[config.mk]
export PLATFORM = sky130hd
export DESIGN_NAME = seq_divider
export DESIGN_NICKNAME = d
export VERILOG_FILES = /design/src/rtl/seq_divider_pkg.sv /design/src/rtl/seq_divider_cla_sub.sv /design/src/rtl/seq_divider.sv
export SDC_FILE = /design/constraint.sdc
export NUM_CORES = 1
export LEC_CHECK = 0
export CAP_MARGIN = 10
export CORE_MARGIN = 10
export CORE_UTILIZATION = 49
export DETAILED_ROUTE_END_ITERATION = 10
export PLACE_DENSITY = 0.83
export RECOVER_POWER = 50
export SLEW_MARGIN = 20
export SYNTH_ARGS = -nofsm -noshare
export SYNTH_HDL_FRONTEND = slang
export SYNTH_SLANG_ARGS = --single-unit
[constraint.sdc]
create_clock -name clk -period 2.8 [get_ports clk]
set_clock_uncertainty 0.05 [all_clocks]
set_input_delay 0.28 -clock clk [delete_from_list [all_inputs] [get_ports clk]]
set_output_delay 0.28 -clock clk [all_outputs]
set_load 0.005 [all_outputs]
[src/rtl/seq_divider_pkg.sv]
// Shared definitions for the sequential divider: the state encoding and the
// iteration-counter width helper.
package seq_divider_pkg;

    typedef enum logic [1:0] {
        IDLE = 2'b00,
        EXEC = 2'b01,
        DONE = 2'b10
    } state_t;

    function automatic int cnt_width(input int width);
        return $clog2(width) + 1;
    endfunction

endpackage

[src/rtl/seq_divider_cla_sub.sv]
// WIDTH-bit subtractor, minuend - subtrahend, built from 4-bit carry look-ahead
// slices rippling between slices. borrow is high when subtrahend > minuend.
module cla_sub #(
    parameter int WIDTH = 33
) (
    input  logic [WIDTH-1:0] minuend,
    input  logic [WIDTH-1:0] subtrahend,
    output logic [WIDTH-1:0] difference,
    output logic             borrow
);

    localparam int SLICES = (WIDTH + 3) / 4;
    localparam int PAD_W  = SLICES * 4;

    logic [PAD_W-1:0] a_pad;
    logic [PAD_W-1:0] b_pad;
    logic [PAD_W-1:0] sum_pad;

    // Pad bits become a=0, b=1 after inversion, so the final carry propagates
    // unchanged through the padding and the last slice's carry-out is the result.
    assign a_pad = PAD_W'(minuend);
    assign b_pad = ~(PAD_W'(subtrahend));

    genvar gi;
    generate
        for (gi = 0; gi < SLICES; gi++) begin : slice
            logic       ci;
            logic [3:0] g;
            logic [3:0] p;
            logic [4:0] cv;

            if (gi == 0) begin : g_first
                assign ci = 1'b1;
            end else begin : g_chain
                assign ci = slice[gi-1].cv[4];
            end

            assign g = a_pad[4*gi +: 4] & b_pad[4*gi +: 4];
            assign p = a_pad[4*gi +: 4] ^ b_pad[4*gi +: 4];

            assign cv[0] = ci;
            assign cv[1] = g[0] | (p[0] & ci);
            assign cv[2] = g[1] | (p[1] & g[0]) | (p[1] & p[0] & ci);
            assign cv[3] = g[2] | (p[2] & g[1]) | (p[2] & p[1] & g[0])
                         | (p[2] & p[1] & p[0] & ci);
            assign cv[4] = g[3] | (p[3] & g[2]) | (p[3] & p[2] & g[1])
                         | (p[3] & p[2] & p[1] & g[0])
                         | (p[3] & p[2] & p[1] & p[0] & ci);

            assign sum_pad[4*gi +: 4] = p ^ cv[3:0];
        end

        if (PAD_W > WIDTH) begin : g_pad
            logic pad_unused;
            assign pad_unused = ^sum_pad[PAD_W-1:WIDTH];
        end
    endgenerate

    assign difference = sum_pad[WIDTH-1:0];
    assign borrow     = ~slice[SLICES-1].cv[4];

endmodule

[src/rtl/seq_divider.sv]
// Unsigned radix-2 restoring sequential divider: one quotient bit per clock,
// trial subtraction on a carry look-ahead subtractor, start/clear/done control.
module seq_divider
    import seq_divider_pkg::*;
#(
    parameter int WIDTH = 32
) (
    input  logic             clk,
    input  logic             reset_n,
    input  logic             op_start,
    input  logic             op_clear,
    input  logic [WIDTH-1:0] dividend,
    input  logic [WIDTH-1:0] divisor,
    output logic [WIDTH-1:0] quotient,
    output logic [WIDTH-1:0] remainder,
    output logic             busy,
    output logic             op_done,
    output logic             div_by_zero
);

    localparam int CW = cnt_width(WIDTH);

    state_t           state_reg, state_next;
    // After every restoring step R < D, so the top bit of the (WIDTH+1)-bit
    // partial remainder is always zero and is not stored.
    logic [WIDTH-1:0] r_reg, r_next;
    logic [WIDTH-1:0] q_reg, q_next;
    logic [WIDTH-1:0] d_reg, d_next;
    logic [WIDTH-1:0] quot_reg, quot_next;
    logic [WIDTH-1:0] rem_reg, rem_next;
    logic [CW-1:0]    cnt_reg, cnt_next;
    logic             dbz_reg, dbz_next;

    logic [WIDTH:0]   trial_a;
    logic [WIDTH:0]   trial_diff;
    logic             trial_borrow;
    logic             diff_msb_unused;
    logic [WIDTH-1:0] r_step;
    logic [WIDTH-1:0] q_shift;

    assign trial_a = {r_reg, q_reg[WIDTH-1]};

    cla_sub #(
        .WIDTH (WIDTH + 1)
    ) u_cla_sub (
        .minuend    (trial_a),
        .subtrahend ({1'b0, d_reg}),
        .difference (trial_diff),
        .borrow     (trial_borrow)
    );

    assign diff_msb_unused = trial_diff[WIDTH];
    assign r_step  = trial_borrow ? trial_a[WIDTH-1:0] : trial_diff[WIDTH-1:0];
    assign q_shift = {q_reg[WIDTH-2:0], ~trial_borrow};

    always_ff @(posedge clk or negedge reset_n) begin
        if (!reset_n) begin
            state_reg <= IDLE;
            r_reg     <= '0;
            q_reg     <= '0;
            d_reg     <= '0;
            quot_reg  <= '0;
            rem_reg   <= '0;
            cnt_reg   <= '0;
            dbz_reg   <= 1'b0;
        end else begin
            state_reg <= state_next;
            r_reg     <= r_next;
            q_reg     <= q_next;
            d_reg     <= d_next;
            quot_reg  <= quot_next;
            rem_reg   <= rem_next;
            cnt_reg   <= cnt_next;
            dbz_reg   <= dbz_next;
        end
    end

    always_comb begin
        state_next = state_reg;
        r_next     = r_reg;
        q_next     = q_reg;
        d_next     = d_reg;
        quot_next  = quot_reg;
        rem_next   = rem_reg;
        cnt_next   = cnt_reg;
        dbz_next   = dbz_reg;

        if (op_clear) begin
            state_next = IDLE;
            r_next     = '0;
            q_next     = '0;
            d_next     = '0;
            quot_next  = '0;
            rem_next   = '0;
            cnt_next   = '0;
            dbz_next   = 1'b0;
        end else begin
            case (state_reg)
                IDLE, DONE: begin
                    if (op_start) begin
                        if (divisor == '0) begin
                            state_next = DONE;
                            quot_next  = '1;
                            rem_next   = dividend;
                            dbz_next   = 1'b1;
                        end else begin
                            state_next = EXEC;
                            r_next     = '0;
                            q_next     = dividend;
                            d_next     = divisor;
                            cnt_next   = '0;
                            dbz_next   = 1'b0;
                        end
                    end
                end
                EXEC: begin
                    r_next   = r_step;
                    q_next   = q_shift;
                    cnt_next = cnt_reg + 1'b1;
                    if (cnt_reg == CW'(WIDTH - 1)) begin
                        state_next = DONE;
                        quot_next  = q_shift;
                        rem_next   = r_step;
                    end
                end
                default: begin
                    state_next = IDLE;
                end
            endcase
        end
    end

    assign quotient    = quot_reg;
    assign remainder   = rem_reg;
    assign busy        = (state_reg == EXEC);
    assign op_done     = (state_reg == DONE);
    assign div_by_zero = dbz_reg;

endmodule

==> impl_metrics.ini, run 1 <==
[cts]
root_buffer = clkbuf_16
clkLatencyLatePin_ps = 450
clk_path_buf_depth = 2
clkSlewWorstSetupHoldPaths_ps = 60
clkSinkCount = 169
cts_buffers = 17
cts_tree = done
htree_levels = 4

[power]
power_density_nw_per_um2 = 1490
leakage_nw = 5.78
ir_drop_mv = 1.05

[place]
detailed_place_hpwl_um = 19100
gp_congestion = 0.911
dp_slack_ps = -293
port-buffer-count = 134

[timing]
finalCritPeriodShare = 1.21
finalSetupViolations = 65
hold_viol_final = 0
slew_viol_final = 71
max_slew_margin = -0.246
finalSetupTns_ps = -23430
setup_ws_ps = -582
fmax_ghz = 0.296
rsz0062_at_grt = yes
fin_crit_ps = 3380
worstMarginPinSlew_ps = 1870

[worst_setup_path]
critPathMaxFanout = 4
arrival_ps = 3640
path_delay_family = adder cells
path_buf_inv = 2
reg2reg_slack_ps = -580
worstPathCellList = ha_4 -> and4_4 -> nand2_4 -> buf_6 -> nor3_4 -> buf_6 -> o31ai_4 -> o221ai_2 -> a21oi_2 -> fa_2 -> xor2_2 -> nor2_2 -> a21oi_2 -> o21ai_1
required_ps = 3060
cp-start-kind = register
crit_type = register to register
slowest_delay_ps = 440
cp_slowest_cell = dfrtp_1
cp-end-kind = register

[finish]
nets = 1348
syn_to_final_growth_pct = 49.8
diodes = 0
final_cell_mix = nand2_1, dfrtp_1, clkdlybuf4s50_1, buf_4, a21oi_1
drive_gt1_frac = 0.252
final_common_cell = nand2_1
fillers = 1078

[synthesis]
synth_area_um2 = 8910
ys_types = 59
synth_edf_count = 0
synth_ff_type = dfrtp_1
synthArstFlopShare = 1.00
seq_area_frac_synth = 0.474
synthesis.nets = 1103
avgSynthCellArea_um2 = 8.97
ys_ff_latch = 169
synth_cells = 994
yosysWarnings = 0

[global_route]
grt_pass1_vias = 8980
grt_pass1_wl_um = 47900
grtUsageTotal = 0.247
grt-ovfl-total = 0
grt_max_degree = 71
antenna_found_initial = 0

[drt]
vias = 9450
drc = 0
drtAntennaViolNets = 0
firstDrtPassIters = 6
routed_wl_um = 35400
drt_iter0_drc = 1214
vias_per_cell = 6.38
wl_per_cell_um = 23.9

[floorplan]
die_w_um = 155
row_count = 49
pin_count = 135
design.core.area_um2 = 17900
dieArea_um2 = 24000
dieHeight_um = 155
initial_core_util = 0.498

[status]
status = finished, violations left
violations = capacitance limit, slew limit, setup timing

[flow_run]
max_cap_viol_count = 1

[worst_hold_path]
min_path_type = input pin to register
[final timing paths]
check	cells past startpoint	to	startpoint
max	14	remainder[17]	r_reg[9]
max reg2reg	14	remainder[17]	r_reg[9]
min	3	d_reg[27]	divisor[27]
min in group asynchronous	2	quotient[5]	reset_n
max in group asynchronous	3	r_reg[17]	reset_n
min reg2reg	2	quotient[6]	quotient[6]
[power breakdown]
| group | internal (mW) | total (mW) | switching, mW |
|---|---|---|---|
| Clock | 1.72 | 2.74 | 1.02 |
| Sequential | 2.80 | 3.14 | 0.342 |
| Combinational | 7.16 | 14.0 | 6.88 |
[layout make-up]
class                      instances  area, um2  area share
clock buffer                      21        460      0.0345
clock inverter                    11        216      0.0162
inverter                          46        173      0.0129
multi-input combinational        715       5110       0.382
sequential                       169       4230       0.317
tap                              229        287      0.0215
timing repair buffer             290       2880       0.216
[cell usage after synthesis (10+ instances only)]
master    instances  area (um2)
o21ai_0          76         380
a21oi_1          89         445
dfrtp_1         169        4230
nor4_1           11        68.8
nor4b_1          16         140
inv_1            45         169
xor2_1           16         140
o21bai_1         33         248
a211oi_1         10        75.1
nor3_1           17        85.1
nor2_1           38         143
clkbuf_1         58         218
ha_1             34         425
mux2i_1          15         150
a21o_1           12        90.1
nand2_1         217         815
a31oi_1          36         225
[worst min-delay path, cell delays in order]
cell and delay, ps:
clkdlybuf4s50_1 420, nand2_1 60, a21oi_1 50
[cells by family (layout without fill, tap and decap cells)]
group	count (synthesis)	in the layout	share of synthesized area
AO/OA/AOI/OAI	301	301	0.207
XOR/XNOR	22	22	0.0216
adder cells (fa/ha/maj)	41	41	0.0634
buffers and inverters	110	368	0.0490
flip-flops	169	169	0.474
multiplexers	15	15	0.0168
AND/OR/NAND/NOR	336	336	0.167
[layer usage]
layer  GRT usage  vias to the layer above  part of all wire
met5           0                        -                 0
met4       0.127                        0             0.056
met3      0.0629                      213              0.11
met2       0.402                      781              0.47
met1       0.297                     4507              0.36
li1            -                     3949                 -
[through the flow]
stage	utilization	hold slack [ps]	power (mW)	instances	cell area, um2
final	0.746	357	19.9	1481	13400
after global routing	0.746	352	20.3	1481	13400
after CTS	0.707	310	15.6	1460	12700
after global placement	0.631	297	9.30	1401	11300
after detailed placement	0.631	295	9.52	1401	11300
after floorplan	-	-65.6	7.01	994	9000
[timing repair]
item | in CTS | in global routing
endpoints found under the setup margin | 64 | 66
gates resized for setup | 114 | 113
setup buffers | 22 | 27
pin swaps | 27 | 56
hold buffers | 1 | 0
endpoints found under the hold margin | 66 | 0
cloned | 4 | 1
No activity file was read; power rests on OpenSTA's default activity.
==> run 2, diff against run 1 <==
--- a/config.mk
+++ b/config.mk
@@ -7,9 +7,9 @@
 export LEC_CHECK = 0
 export CAP_MARGIN = 10
 export CORE_MARGIN = 10
-export CORE_UTILIZATION = 49
+export CORE_UTILIZATION = 42
 export DETAILED_ROUTE_END_ITERATION = 10
-export PLACE_DENSITY = 0.83
+export PLACE_DENSITY = 0.74
 export RECOVER_POWER = 50
 export SLEW_MARGIN = 20
 export SYNTH_ARGS = -nofsm -noshare
==> run 2 against run 1 <==
- the run still ends with capacitance limit, slew limit, setup timing left
- critical path depth shrank 1
- final cell count up 3.7%
- register-to-register slack improved by 160 ps
- via count down 8.7%
- first-iteration DRC count shrank 44%
- clock power decreased by 13%
- sequential share of layout area increased by 0.43 points
- non-clock buffer count up 9
- combinational power decreased by 11%
- clock-buffer cell count decreased by 3
- largest power group unchanged
==> impl_metrics.ini, run 2 (synthesis gave the netlist of run 1 again) <==
[place]
detailed_place_hpwl_um = 19400
place_inst = 1455
postPlaceCellArea_um2 = 11400
gp_congestion = 0.851
port-buffer-count = 134

[floorplan]
row_count = 53
dieHeight_um = 166
initial_core_util = 0.425
pin_count = 135
dieArea_um2 = 27400
die_w_um = 166
design.core.area_um2 = 21000

[worst_setup_path]
critPathMaxFanout = 3
cp-start-kind = register
cp-end-kind = register
arrival_ps = 3510
crit_type = register to register
required_ps = 3090
slowest_delay_ps = 490
cp_slowest_cell = fa_1
worstPathCellList = inv_2 -> ha_4 -> or3_4 -> o221ai_4 -> nor3_4 -> buf_6 -> o31ai_4 -> o221ai_2 -> a21oi_2 -> fa_1 -> mux2i_2 -> nand2_1 -> a211oi_2

[timing]
finalCritPeriodShare = 1.15
fin_crit_ps = 3220
max_slew_margin = -0.172
worstMarginPinSlew_ps = 1760
hold_viol_final = 0
slew_viol_final = 68
fmax_ghz = 0.310
setup_ws_ps = -422
rsz0062_at_grt = yes
finalSetupViolations = 65
finalSetupTns_ps = -16290

[finish]
drive_gt1_frac = 0.249
stdcell_count = 1536
final_util = 0.629
design_area_um2 = 13200
nets = 1357
syn_to_final_growth_pct = 47.8
final_cell_mix = nand2_1, dfrtp_1, clkdlybuf4s50_1, buf_4, a21oi_1
final_common_cell = nand2_1
diodes = 0

[drt]
wl_per_cell_um = 19.7
drt_iter0_drc = 678
vias = 8627
firstDrtPassIters = 5
drtAntennaViolNets = 0
drc = 0
vias_per_cell = 5.62
routed_wl_um = 30300

[cts]
clkSinkCount = 169
clkSlewWorstSetupHoldPaths_ps = 70
cts_tree = done
clk_path_buf_depth = 2
htree_levels = 4
clkLatencyLatePin_ps = 440
root_buffer = clkbuf_16
cts_buffers = 17

[status]
violations = capacitance limit, slew limit, setup timing
status = finished, violations left

[global_route]
grt-ovfl-total = 0
antenna_found_initial = 0
grt_max_degree = 68
grt_pass1_wl_um = 43500
grtUsageTotal = 0.192
grt_pass1_vias = 8048

[flow_run]
max_cap_viol_count = 1

[power]
leakage_nw = 5.71
ir_drop_mv = 0.793
power_density_nw_per_um2 = 1360

[worst_hold_path]
min_path_type = input pin to register
==> run 2: changes by cell type in the layout (fill, tap and decap cells not counted), moves of 3 or more <==
| cell | before | now |
|---|---|---|
| buf_12 | 18 | 10 |
| buf_4 | 105 | 120 |
| buf_8 | 1 | 5 |
| bufinv_16 | 6 | 1 |
| inv_6 | 1 | 4 |
| inv_8 | 0 | 5 |
| mux2i_2 | 2 | 5 |
| mux2i_4 | 10 | 6 |
| o21ai_1 | 31 | 35 |
| o21ai_2 | 11 | 8 |
| xor2_1 | 12 | 15 |
| xor2_2 | 4 | 1 |
==> run 2: worst paths after layout <==
| check | from | end | slack (ps) | depth (start not counted) |
|---|---|---|---|---|
| max | d_reg[3] | remainder[16] | -420 | 13 |
| min | op_clear | state_reg[1] | 350 | 2 |
| max reg2reg | d_reg[3] | remainder[16] | -420 | 13 |
| min reg2reg | quotient[12] | quotient[12] | 420 | 2 |
| max in group asynchronous | reset_n | d_reg[8] | 240 | 3 |
| min in group asynchronous | reset_n | quotient[8] | 780 | 2 |
==> run 2: critical path: cells and delay by family (launching register included) <==
family                   cells  cell delay (ps)
AO/OA/AOI/OAI                5              970
AND/OR/NAND/NOR              3              590
adder cells (fa/ha/maj)      2              660
multiplexers                 1              260
buffers and inverters        2              200
flip-flops                   1              400
==> run 2: metrics by stage <==
step | total power, mW | hold slack, ps | setup WS (ps)
4_1_cts | 15.1 | 332 | -270
6_report | 17.9 | 346 | -422
3_5_place_dp | 9.77 | 278 | -307
2_1_floorplan | 7.01 | -65.6 | -69.4
3_3_place_gp | 9.61 | 280 | -261
5_1_grt | 18.6 | 366 | -503
==> run 2: cell type report <==
class / instances / area, um2
Fill cell: 1583 / 7780
Multi-Input combinational cell: 715 / 4980
Sequential cell: 169 / 4230
Timing Repair Buffer: 299 / 2850
Clock buffer: 18 / 439
Tap cell: 275 / 344
Inverter: 46 / 173
Clock inverter: 14 / 153
==> run 2: power by group <==
group	switching, mW	internal (mW)
logic	5.71	6.70
clock network	1.10	1.29
registers	0.329	2.79
total	7.14	10.8
==> run 2: routing by layer <==
metal	part of all wire	global-route usage	wire [um]	vias to the layer above
met4	0.029	0.0555	892	0
li1	-	-	-	3987
met5	0	0	0	-
met1	0.42	0.258	12800	4145
met2	0.47	0.298	14300	422
met3	0.078	0.0497	2360	73
==> run 2: what timing repair did <==
item / CTS / global route
endpoints found under the hold margin: 63 / 0
endpoints found under the setup margin: 61 / 66
pin swaps: 51 / 44
buffers inserted: 21 / 35
cloned: 3 / 0
resized for setup: 125 / 79
hold buffers: 1 / 0
